## config.mk

```make
export PLATFORM = sky130hd
export DESIGN_NAME = cd_drive_sequencer
export DESIGN_NICKNAME = d
export VERILOG_FILES = /design/src/rtl/cd_drive_pkg.sv /design/src/rtl/cd_msf_to_lba.sv /design/src/rtl/cd_drive_sequencer.sv
export SDC_FILE = /design/constraint.sdc
export NUM_CORES = 1
export LEC_CHECK = 0
export CAP_MARGIN = 20
export CORE_ASPECT_RATIO = 1.4
export CORE_UTILIZATION = 50
export CTS_CLUSTER_DIAMETER = 30
export DETAILED_ROUTE_END_ITERATION = 10
export GPL_TIMING_DRIVEN = 0
export PLACE_DENSITY = 0.84
export SYNTH_ARGS = -nofsm -noshare
export SYNTH_HDL_FRONTEND = slang
export SYNTH_SLANG_ARGS = --single-unit
```

## constraint.sdc

```tcl
create_clock -name clk -period 7.4 [get_ports clk]
set_input_delay 0.74 -clock clk [delete_from_list [all_inputs] [get_ports clk]]
set_output_delay 0.74 -clock clk [all_outputs]
set_load 0.02 [all_outputs]
```

## src/rtl/cd_drive_pkg.sv

```systemverilog
// cd_drive_pkg: shared types and constants for the CD drive sequencer.
//   cd_op_e      command opcodes from the CDIC
//   drv_state_e  sequencer states (also driven out as drv_state)
//   msf_t        BCD minute:second:frame address
//   bcd_to_bin / msf_bcd_ok  BCD helpers used by the MSF converter
package cd_drive_pkg;

  typedef enum logic [1:0] {
    OP_NOP       = 2'd0,
    OP_SEEK_PLAY = 2'd1,
    OP_PAUSE     = 2'd2,
    OP_RESUME    = 2'd3
  } cd_op_e;

  typedef enum logic [1:0] {
    ST_IDLE    = 2'd0,
    ST_CONVERT = 2'd1,
    ST_PLAYING = 2'd2,
    ST_PAUSED  = 2'd3
  } drv_state_e;

  typedef struct packed {
    logic [7:0] mm;
    logic [7:0] ss;
    logic [7:0] ff;
  } msf_t;

  localparam logic [31:0] FRAMES_PER_SEC = 32'd75;
  localparam logic [31:0] SECS_PER_MIN   = 32'd60;
  localparam logic [31:0] LBA_OFFSET     = 32'd150;

  function automatic logic [6:0] bcd_to_bin(input logic [7:0] b);
    return {3'b000, b[7:4]} * 7'd10 + {3'b000, b[3:0]};
  endfunction

  // Every nibble must be a decimal digit; seconds and frames also have range caps.
  function automatic logic msf_bcd_ok(input msf_t m);
    return (m.mm[7:4] <= 4'd9) && (m.mm[3:0] <= 4'd9) &&
           (m.ss[7:4] <= 4'd9) && (m.ss[3:0] <= 4'd9) &&
           (m.ff[7:4] <= 4'd9) && (m.ff[3:0] <= 4'd9) &&
           (m.ss <= 8'h59) && (m.ff <= 8'h74);
  endfunction

endpackage

```

## src/rtl/cd_msf_to_lba.sv

```systemverilog
// cd_msf_to_lba: two-stage BCD MSF to LBA converter.
//   clk, reset  clock, synchronous active-high reset (valid pipeline only)
//   in_valid    start a conversion of in_msf
//   in_msf      BCD mm:ss:ff
//   in_err      combinational: in_msf is not a legal BCD MSF address
//   out_valid   result strobe, two cycles after an accepted in_valid
//   out_lba     (mm*60+ss)*75+ff-150, clamped at 0
// Illegal addresses are never launched into the pipeline.
module cd_msf_to_lba
  import cd_drive_pkg::*;
(
  input  logic        clk,
  input  logic        reset,
  input  logic        in_valid,
  input  msf_t        in_msf,
  output logic        in_err,
  output logic        out_valid,
  output logic [31:0] out_lba
);

  logic       vld_p1_q, vld_p1_d;
  logic [6:0] mm_p1_q, mm_p1_d, ss_p1_q, ss_p1_d, ff_p1_q, ff_p1_d;
  logic       vld_p2_q, vld_p2_d;
  logic [31:0] lba_p2_q, lba_p2_d;
  logic [31:0] total;

  // Addresses before 00:02:00 map below LBA 0; pin them to the first sector.
  function automatic logic [31:0] sat_lba(input logic [31:0] t);
    return (t < LBA_OFFSET) ? 32'd0 : (t - LBA_OFFSET);
  endfunction

  assign in_err = !msf_bcd_ok(in_msf);

  // Stage 1: BCD to binary
  always_comb begin
    vld_p1_d = in_valid && !in_err;
    mm_p1_d  = bcd_to_bin(in_msf.mm);
    ss_p1_d  = bcd_to_bin(in_msf.ss);
    ff_p1_d  = bcd_to_bin(in_msf.ff);
  end

  // Stage 2: multiply-add and offset
  always_comb begin
    total    = (32'(mm_p1_q) * SECS_PER_MIN + 32'(ss_p1_q)) * FRAMES_PER_SEC + 32'(ff_p1_q);
    lba_p2_d = sat_lba(total);
    vld_p2_d = vld_p1_q;
  end

  always_ff @(posedge clk) begin
    if (reset) begin
      vld_p1_q <= 1'b0;
      vld_p2_q <= 1'b0;
    end else begin
      vld_p1_q <= vld_p1_d;
      vld_p2_q <= vld_p2_d;
    end
  end

  always_ff @(posedge clk) begin
    mm_p1_q  <= mm_p1_d;
    ss_p1_q  <= ss_p1_d;
    ff_p1_q  <= ff_p1_d;
    lba_p2_q <= lba_p2_d;
  end

  assign out_valid = vld_p2_q;
  assign out_lba   = lba_p2_q;

endmodule

```

## src/rtl/cd_drive_sequencer.sv

```systemverilog
// cd_drive_sequencer: CD drive mechanism emulation in front of the sector cache.
//   clk, reset        clock, synchronous active-high reset
//   cmd_valid/ready   command handshake (ready low only while converting)
//   cmd_op, cmd_msf   opcode (cd_op_e) and BCD MSF for SEEK_PLAY
//   cmd_error         one-cycle pulse when a SEEK_PLAY address is illegal
//   double_speed      select 150 Hz sector ticks
//   seek_lba(_valid)  seek request to the cache
//   sector_tick       one-cycle pulse per sector period while playing
//   sector_delivered  cache delivered one sector
//   current_lba       LBA of the next sector to be delivered
//   drv_state         drv_state_e
//   underrun          one-cycle pulse after TIMEOUT_SECTORS missed ticks
// Build option: define CD_DOUBLE_SPEED_EN to honour double_speed; otherwise
// the input is ignored and the divider is fixed at CLK_HZ/SECTOR_RATE.
module cd_drive_sequencer
  import cd_drive_pkg::*;
#(
  parameter int CLK_HZ          = 30000000,
  parameter int SECTOR_RATE     = 75,
  parameter int TIMEOUT_SECTORS = 4
) (
  input  logic        clk,
  input  logic        reset,
  input  logic        cmd_valid,
  output logic        cmd_ready,
  input  logic [1:0]  cmd_op,
  input  logic [23:0] cmd_msf,
  output logic        cmd_error,
  input  logic        double_speed,
  output logic [31:0] seek_lba,
  output logic        seek_lba_valid,
  output logic        sector_tick,
  input  logic        sector_delivered,
  output logic [31:0] current_lba,
  output logic [1:0]  drv_state,
  output logic        underrun
);

  localparam logic [31:0] DIV_M1     = 32'(CLK_HZ / SECTOR_RATE - 1);
  localparam logic [3:0]  MISS_LIMIT = 4'(TIMEOUT_SECTORS - 1);

  drv_state_e  state_q, state_d;
  logic        cmd_ready_q, cmd_ready_d, cmd_error_q, cmd_error_d;
  logic        seek_valid_q, seek_valid_d, tick_q, tick_d, underrun_q, underrun_d;
  logic [31:0] seek_lba_q, seek_lba_d, current_lba_q, current_lba_d;
  logic [31:0] div_cnt_q, div_cnt_d, div_m1;
  logic        armed_q, armed_d, since_q, since_d;
  logic [3:0]  miss_q, miss_d;

  cd_op_e      op;
  logic        accept, seek_acc, pause_acc, resume_acc, seek_fire, deliver;
  logic        conv_err, conv_valid;
  logic [31:0] conv_lba;

`ifdef CD_DOUBLE_SPEED_EN
  localparam logic [31:0] DIV_HALF_M1 = 32'(CLK_HZ / SECTOR_RATE / 2 - 1);
  assign div_m1 = double_speed ? DIV_HALF_M1 : DIV_M1;
`else
  logic unused_double_speed;
  assign unused_double_speed = double_speed;
  assign div_m1 = DIV_M1;
`endif

  assign op         = cd_op_e'(cmd_op);
  assign accept     = cmd_valid && cmd_ready_q;
  assign seek_acc   = accept && (op == OP_SEEK_PLAY);
  assign pause_acc  = accept && (op == OP_PAUSE) && (state_q == ST_PLAYING);
  assign resume_acc = accept && (op == OP_RESUME) && (state_q == ST_PAUSED);
  assign seek_fire  = conv_valid || resume_acc;
  // A sector landing on the same edge as a new seek belongs to the old position.
  assign deliver    = sector_delivered && !seek_acc && !resume_acc &&
                      ((state_q == ST_PLAYING) || (state_q == ST_PAUSED));

  cd_msf_to_lba u_msf_to_lba (
    .clk       (clk),
    .reset     (reset),
    .in_valid  (seek_acc),
    .in_msf    (msf_t'(cmd_msf)),
    .in_err    (conv_err),
    .out_valid (conv_valid),
    .out_lba   (conv_lba)
  );

  always_comb begin
    state_d       = state_q;
    cmd_error_d   = 1'b0;
    seek_valid_d  = 1'b0;
    seek_lba_d    = seek_lba_q;
    current_lba_d = current_lba_q;
    div_cnt_d     = div_cnt_q;
    tick_d        = 1'b0;
    underrun_d    = 1'b0;
    armed_d       = armed_q;
    since_d       = since_q;
    miss_d        = miss_q;

    if (seek_acc) begin
      if (conv_err) cmd_error_d = 1'b1;
      else          state_d     = ST_CONVERT;
    end else if (pause_acc) begin
      state_d = ST_PAUSED;
    end else if (resume_acc) begin
      state_d      = ST_PLAYING;
      seek_valid_d = 1'b1;
      seek_lba_d   = current_lba_q;
    end

    if (deliver) current_lba_d = current_lba_q + 32'd1;

    if (conv_valid) begin
      state_d       = ST_PLAYING;
      seek_valid_d  = 1'b1;
      seek_lba_d    = conv_lba;
      current_lba_d = conv_lba;
    end

    // ">=" lets a switch to the shorter period fire on the next cycle.
    if (seek_fire) begin
      div_cnt_d = 32'd0;
    end else if ((state_q == ST_PLAYING) && (state_d == ST_PLAYING)) begin
      if (div_cnt_q >= div_m1) begin
        tick_d    = 1'b1;
        div_cnt_d = 32'd0;
      end else begin
        div_cnt_d = div_cnt_q + 32'd1;
      end
    end

    // Underrun watch starts only after the first sector following a seek,
    // so the cache's seek latency is never counted as a miss.
    if (seek_fire || (state_q != ST_PLAYING)) begin
      armed_d = 1'b0;
      since_d = 1'b0;
      miss_d  = 4'd0;
    end else begin
      if (deliver) begin
        armed_d = 1'b1;
        since_d = 1'b1;
        miss_d  = 4'd0;
      end
      if (tick_d) begin
        since_d = 1'b0;
        if (armed_q && !since_q && !deliver) begin
          if (miss_q == MISS_LIMIT) begin
            underrun_d = 1'b1;
            miss_d     = 4'd0;
          end else begin
            miss_d = miss_q + 4'd1;
          end
        end
      end
    end

    cmd_ready_d = (state_d != ST_CONVERT);
  end

  always_ff @(posedge clk) begin
    if (reset) begin
      state_q       <= ST_IDLE;
      cmd_ready_q   <= 1'b1;
      cmd_error_q   <= 1'b0;
      seek_valid_q  <= 1'b0;
      seek_lba_q    <= 32'd0;
      current_lba_q <= 32'd0;
      div_cnt_q     <= 32'd0;
      tick_q        <= 1'b0;
      underrun_q    <= 1'b0;
      armed_q       <= 1'b0;
      since_q       <= 1'b0;
      miss_q        <= 4'd0;
    end else begin
      state_q       <= state_d;
      cmd_ready_q   <= cmd_ready_d;
      cmd_error_q   <= cmd_error_d;
      seek_valid_q  <= seek_valid_d;
      seek_lba_q    <= seek_lba_d;
      current_lba_q <= current_lba_d;
      div_cnt_q     <= div_cnt_d;
      tick_q        <= tick_d;
      underrun_q    <= underrun_d;
      armed_q       <= armed_d;
      since_q       <= since_d;
      miss_q        <= miss_d;
    end
  end

  assign cmd_ready      = cmd_ready_q;
  assign cmd_error      = cmd_error_q;
  assign seek_lba       = seek_lba_q;
  assign seek_lba_valid = seek_valid_q;
  assign sector_tick    = tick_q;
  assign current_lba    = current_lba_q;
  assign drv_state      = state_q;
  assign underrun       = underrun_q;

endmodule

```

==> metrics.md <==
| Metric | Value |
|---|---|
| Run status | complete, but fails checks |
| Failing checks | DRC, setup timing |
| TritonCTS clock tree | yes |
| Antenna-violating nets left | 0 |
| Source of the worst register-to-register timing path | u_msf_to_lba.mm_p1_q[2]$_DFF_P_ |
| Cells after Synth | 1167 |
| Nets@finish | 1497 |
| Maximum clock insertion buffer count | 2 |
| Antenna violations before repair | 0 |
| Congestion Overflow GR | 0 |
| Largest net degree at the start of global routing | 17 |
| CTS clk-pin slew, worst paths | 0.07 ns |
| Wire length of the first global-routing pass | 40600 µm |
| Launch instance of the worst min-delay path | u_msf_to_lba.vld_p1_q$_SDFF_PP0_ |
| Avg Synthesized Cell Area | 8.81 µm² |
| Max_slew headroom | 47.6% |
| Min-delay worst type | register to register |
| Ports placed on the boundary | 102 |
| Endpoint of the most critical register-to-register path | u_msf_to_lba.out_lba[13]$_SDFF_PN0_ |
| Mean routed wirelength per cell | 17.0 µm |
| Final core occ | 64.9% |
| Detailed Routing Iterations Pass 1 | 9 |
| Critical Path Most Common Cell | sky130_fd_sc_hd__fa_1 |
| Clock buffers created by TritonCTS | 17 |
| CP max stage cell | sky130_fd_sc_hd__fa_1 |
| Number of warnings reported in the yosys synthesis log | 0 |
| Final Worst Setup Slack | -0.0152 ns |
| Pin slew with the least headroom to its limit | 0.786 ns |
| Capture endpoint of the worst hold path | u_msf_to_lba.out_valid$_SDFF_PP0_ |
| Worst setup SP type | register |
| Max stage delay on crit path | 0.58 ns |
| Die X-Extent | 123 µm |
| Violation count after the first detailed-routing iteration | 681 |
| Sum of routed wire length over all layers | 26900 µm |
| Count of input and output buffers | 99 |
| Worst Path Arrival | 7.73 ns |
| Data required time at the worst endpoint | 7.72 ns |
| Via count of the first global-routing pass | 8855 |
| Latest clock arrival within the worst-skew pair | 0.43 ns |
| Max Clock Skew | 0.0106 ns |
| Number of enable flip-flop cells after synthesis | 0 |
| CTS Root Cell | sky130_fd_sc_hd__clkbuf_16 |
| Last weighted congestion value of the routability-driven placer | 0.887 |
| Cell Area, Synth | 0.0103 mm² |
| Core ar. | 0.0200 mm² |
| Antenna diode count | 0 |
| Reg2Reg Depth | 30 |
| Starting Density | 51.4% |
| Time the final worst path needs with I/O delays and setup | 7.42 ns |
| Fin crit share | 100% |
| Endpoints failing setup | 13 |
| Level count of the clock H-tree | 4 |
| Crit Path Class | register to register |
| Overall Global Routing Usage | 24.1% |
| Synth Register Bits | 164 |
| Hold buffers post-CTS | 0 |
| Maximum frequency from static timing analysis | 135 MHz |
| Pins Over Slew Limit | 0 |
| Remaining DRCs | 2 |
| Critical-path maximum fanout | 5 |
| Cell variety after synth | 57 |
| Worst slack after detailed placement | -0.866 ns |
| Sequential cell area fraction in the yosys report | 31.9% |
| Number of vias per cell after detailed routing | 5.78 |
| Type of destination of the critical path | register |
| Standard-cell rows | 61 |
| MaxCap Viol Count | 0 |
| Final Hold Viols | 0 |
| Detail Placement HPWL | 18300 µm |
| Reg-to-reg setup timing slack | -0.02 ns |
| Area overhead of the layout relative to synthesis | 26.3% |
| Main synth FF type | sky130_fd_sc_hd__dfxtp_1 |
| Sink Count | 164 |
| Chip Height | 172 µm |
| Area enclosed by the die boundary | 0.0211 mm² |
| Fraction of final layout cells with drive strength greater than 1 | 11.4% |
| Share of async-settable or async-resettable flops after synthesis | 0% |
| Overall via count from detail_route | 9145 |
| Number of fill cells in the layout | 1485 |
| Instance count along the most critical hold path | 1 |
==> placed cells by master (no fill, tap or decap), drive strengths merged, types with 3 or more instances in the layout <==
cell type,n
dfxtp,164
inv,135
ha,104
nand2,100
clkdlybuf4s50,99
nor2,97
a21oi,72
xnor2,65
clkbuf,48
fa,44
xor2,38
buf,36
nand3,34
a31oi,29
o21bai,23
o21ai,22
nor3,19
and3,18
a21boi,17
nand4,16
nor4,16
and2,13
a311oi,11
a211oi,10
a21o,9
nor2b,9
and4,9
mux2i,8
o211ai,8
or3,7
clkinv,7
nand2b,5
conb,5
o31ai,5
or2,4
o21a,3
o22ai,3
==> per-layer routing <==
metal  vias to the layer above  global-route usage [%]  part of all wire [%]
li1                       4280                       -                     -
met5                         -                       0                     0
met3                       110                    3.58                   4.4
met2                       371                    45.9                    54
met4                         0                    11.2                   5.1
met1                      4384                    25.3                    36
==> what timing repair did <==
action,in CTS,in global routing
buffers inserted,12,20
endpoints found under the setup margin,27,27
pin swaps,10,53
cloned,0,1
gates resized for setup,32,70
==> registers in the layout, indices dropped and copies added, names as in the netlist, 2 cells and up <==
signal / count
drv_state: 2
div_cnt_q: 32
u_msf_to_lba.ss_p1_q: 7
u_msf_to_lba.ff_p1_q: 7
u_msf_to_lba.mm_p1_q: 7
current_lba: 32
miss_q: 4
u_msf_to_lba.out_lba: 32
seek_lba: 32
==> synth_stat cells (11+ instances only) <==
cell type	number	share of area (%)
sky130_fd_sc_hd__nor4_1	14	0.85
sky130_fd_sc_hd__and3_1	18	1.1
sky130_fd_sc_hd__nand4_1	16	0.97
sky130_fd_sc_hd__and2_1	13	0.79
sky130_fd_sc_hd__o21ai_0	20	0.97
sky130_fd_sc_hd__fa_1	44	8.6
sky130_fd_sc_hd__xnor2_1	63	5.4
sky130_fd_sc_hd__inv_1	130	4.7
sky130_fd_sc_hd__nor2_1	97	3.5
sky130_fd_sc_hd__a31oi_1	29	1.8
sky130_fd_sc_hd__a21boi_0	16	1.2
sky130_fd_sc_hd__clkbuf_1	34	1.2
sky130_fd_sc_hd__a21oi_1	72	3.5
sky130_fd_sc_hd__a311oi_1	11	0.94
sky130_fd_sc_hd__ha_1	104	13
sky130_fd_sc_hd__o21bai_1	23	1.7
sky130_fd_sc_hd__nand3_1	33	1.6
sky130_fd_sc_hd__nand2_1	100	3.7
sky130_fd_sc_hd__dfxtp_1	164	32
sky130_fd_sc_hd__xor2_1	38	3.2
sky130_fd_sc_hd__nor3_1	19	0.93
==> worst max path at each step <==
stage          slack, ns                       startpoint  cells after the start                                  end
6_report           -0.02  u_msf_to_lba.mm_p1_q[2]$_DFF_P_                     30  u_msf_to_lba.out_lba[13]$_SDFF_PN0_
3_3_place_gp       -0.69  u_msf_to_lba.mm_p1_q[0]$_DFF_P_                     28  u_msf_to_lba.out_lba[14]$_SDFF_PN0_
2_1_floorplan       0.05  u_msf_to_lba.mm_p1_q[0]$_DFF_P_                     28  u_msf_to_lba.out_lba[10]$_SDFF_PN0_
3_5_place_dp       -0.87  u_msf_to_lba.mm_p1_q[0]$_DFF_P_                     28  u_msf_to_lba.out_lba[14]$_SDFF_PN0_
5_1_grt            -0.23  u_msf_to_lba.mm_p1_q[2]$_DFF_P_                     29  u_msf_to_lba.out_lba[17]$_SDFF_PN0_
4_1_cts            0.005  u_msf_to_lba.mm_p1_q[0]$_DFF_P_                     25  u_msf_to_lba.out_lba[29]$_SDFF_PN0_
==> worst max-delay path: cells and delay by family, from the launching register on <==
kind	cells	cell delay (ns)
adders and majority gates	8	3.39
buffers and inverters	7	0.87
DFF	1	0.34
AOI/OAI and AO/OA	7	1.34
xor gates and xnor gates	3	0.59
and+or+nand+nor	5	0.76
==> layout make-up <==
type                    instances  area [µm²]  share of cell area (%)
multi-input cells             839        6890                    53.1
flip-flops and latches        164        3290                    25.3
repair buffers                132        1250                    9.60
inverters                     131         494                    3.81
clock buffers                  18         439                    3.38
well taps                     252         315                    2.43
clock inverters                14         168                    1.29
plain buffers                  33         146                    1.13
==> logic make-up after synthesis <==
family	share of synthesized area (%)
AO/OA/AOI/OAI	14.1
XOR/XNOR	8.92
adder cells (fa/ha/maj)	21.2
buffers and inverters	6.17
flip-flops	31.9
multiplexers	0.889
other	0.0365
AND/OR/NAND/NOR	16.7
==> through the flow <==
| stage | cells | TNS, ns | hold slack (ns) | cell area (µm²) |
|---|---|---|---|---|
| after floorplan | 1171 | 0 | 0.414 | 10300 |
| after global placement | 1522 | -14.15 | 0.421 | 11600 |
| after detailed placement | 1522 | -18.42 | 0.429 | 11600 |
| after CTS | 1564 | 0 | 0.445 | 12400 |
| after global routing | 1583 | -4.94 | 0.464 | 13000 |
| final | 1583 | -0.0949 | 0.444 | 13000 |
Power is not shown: default switching activity piles up to over one toggle a cycle in this logic, so the estimate is an artifact.
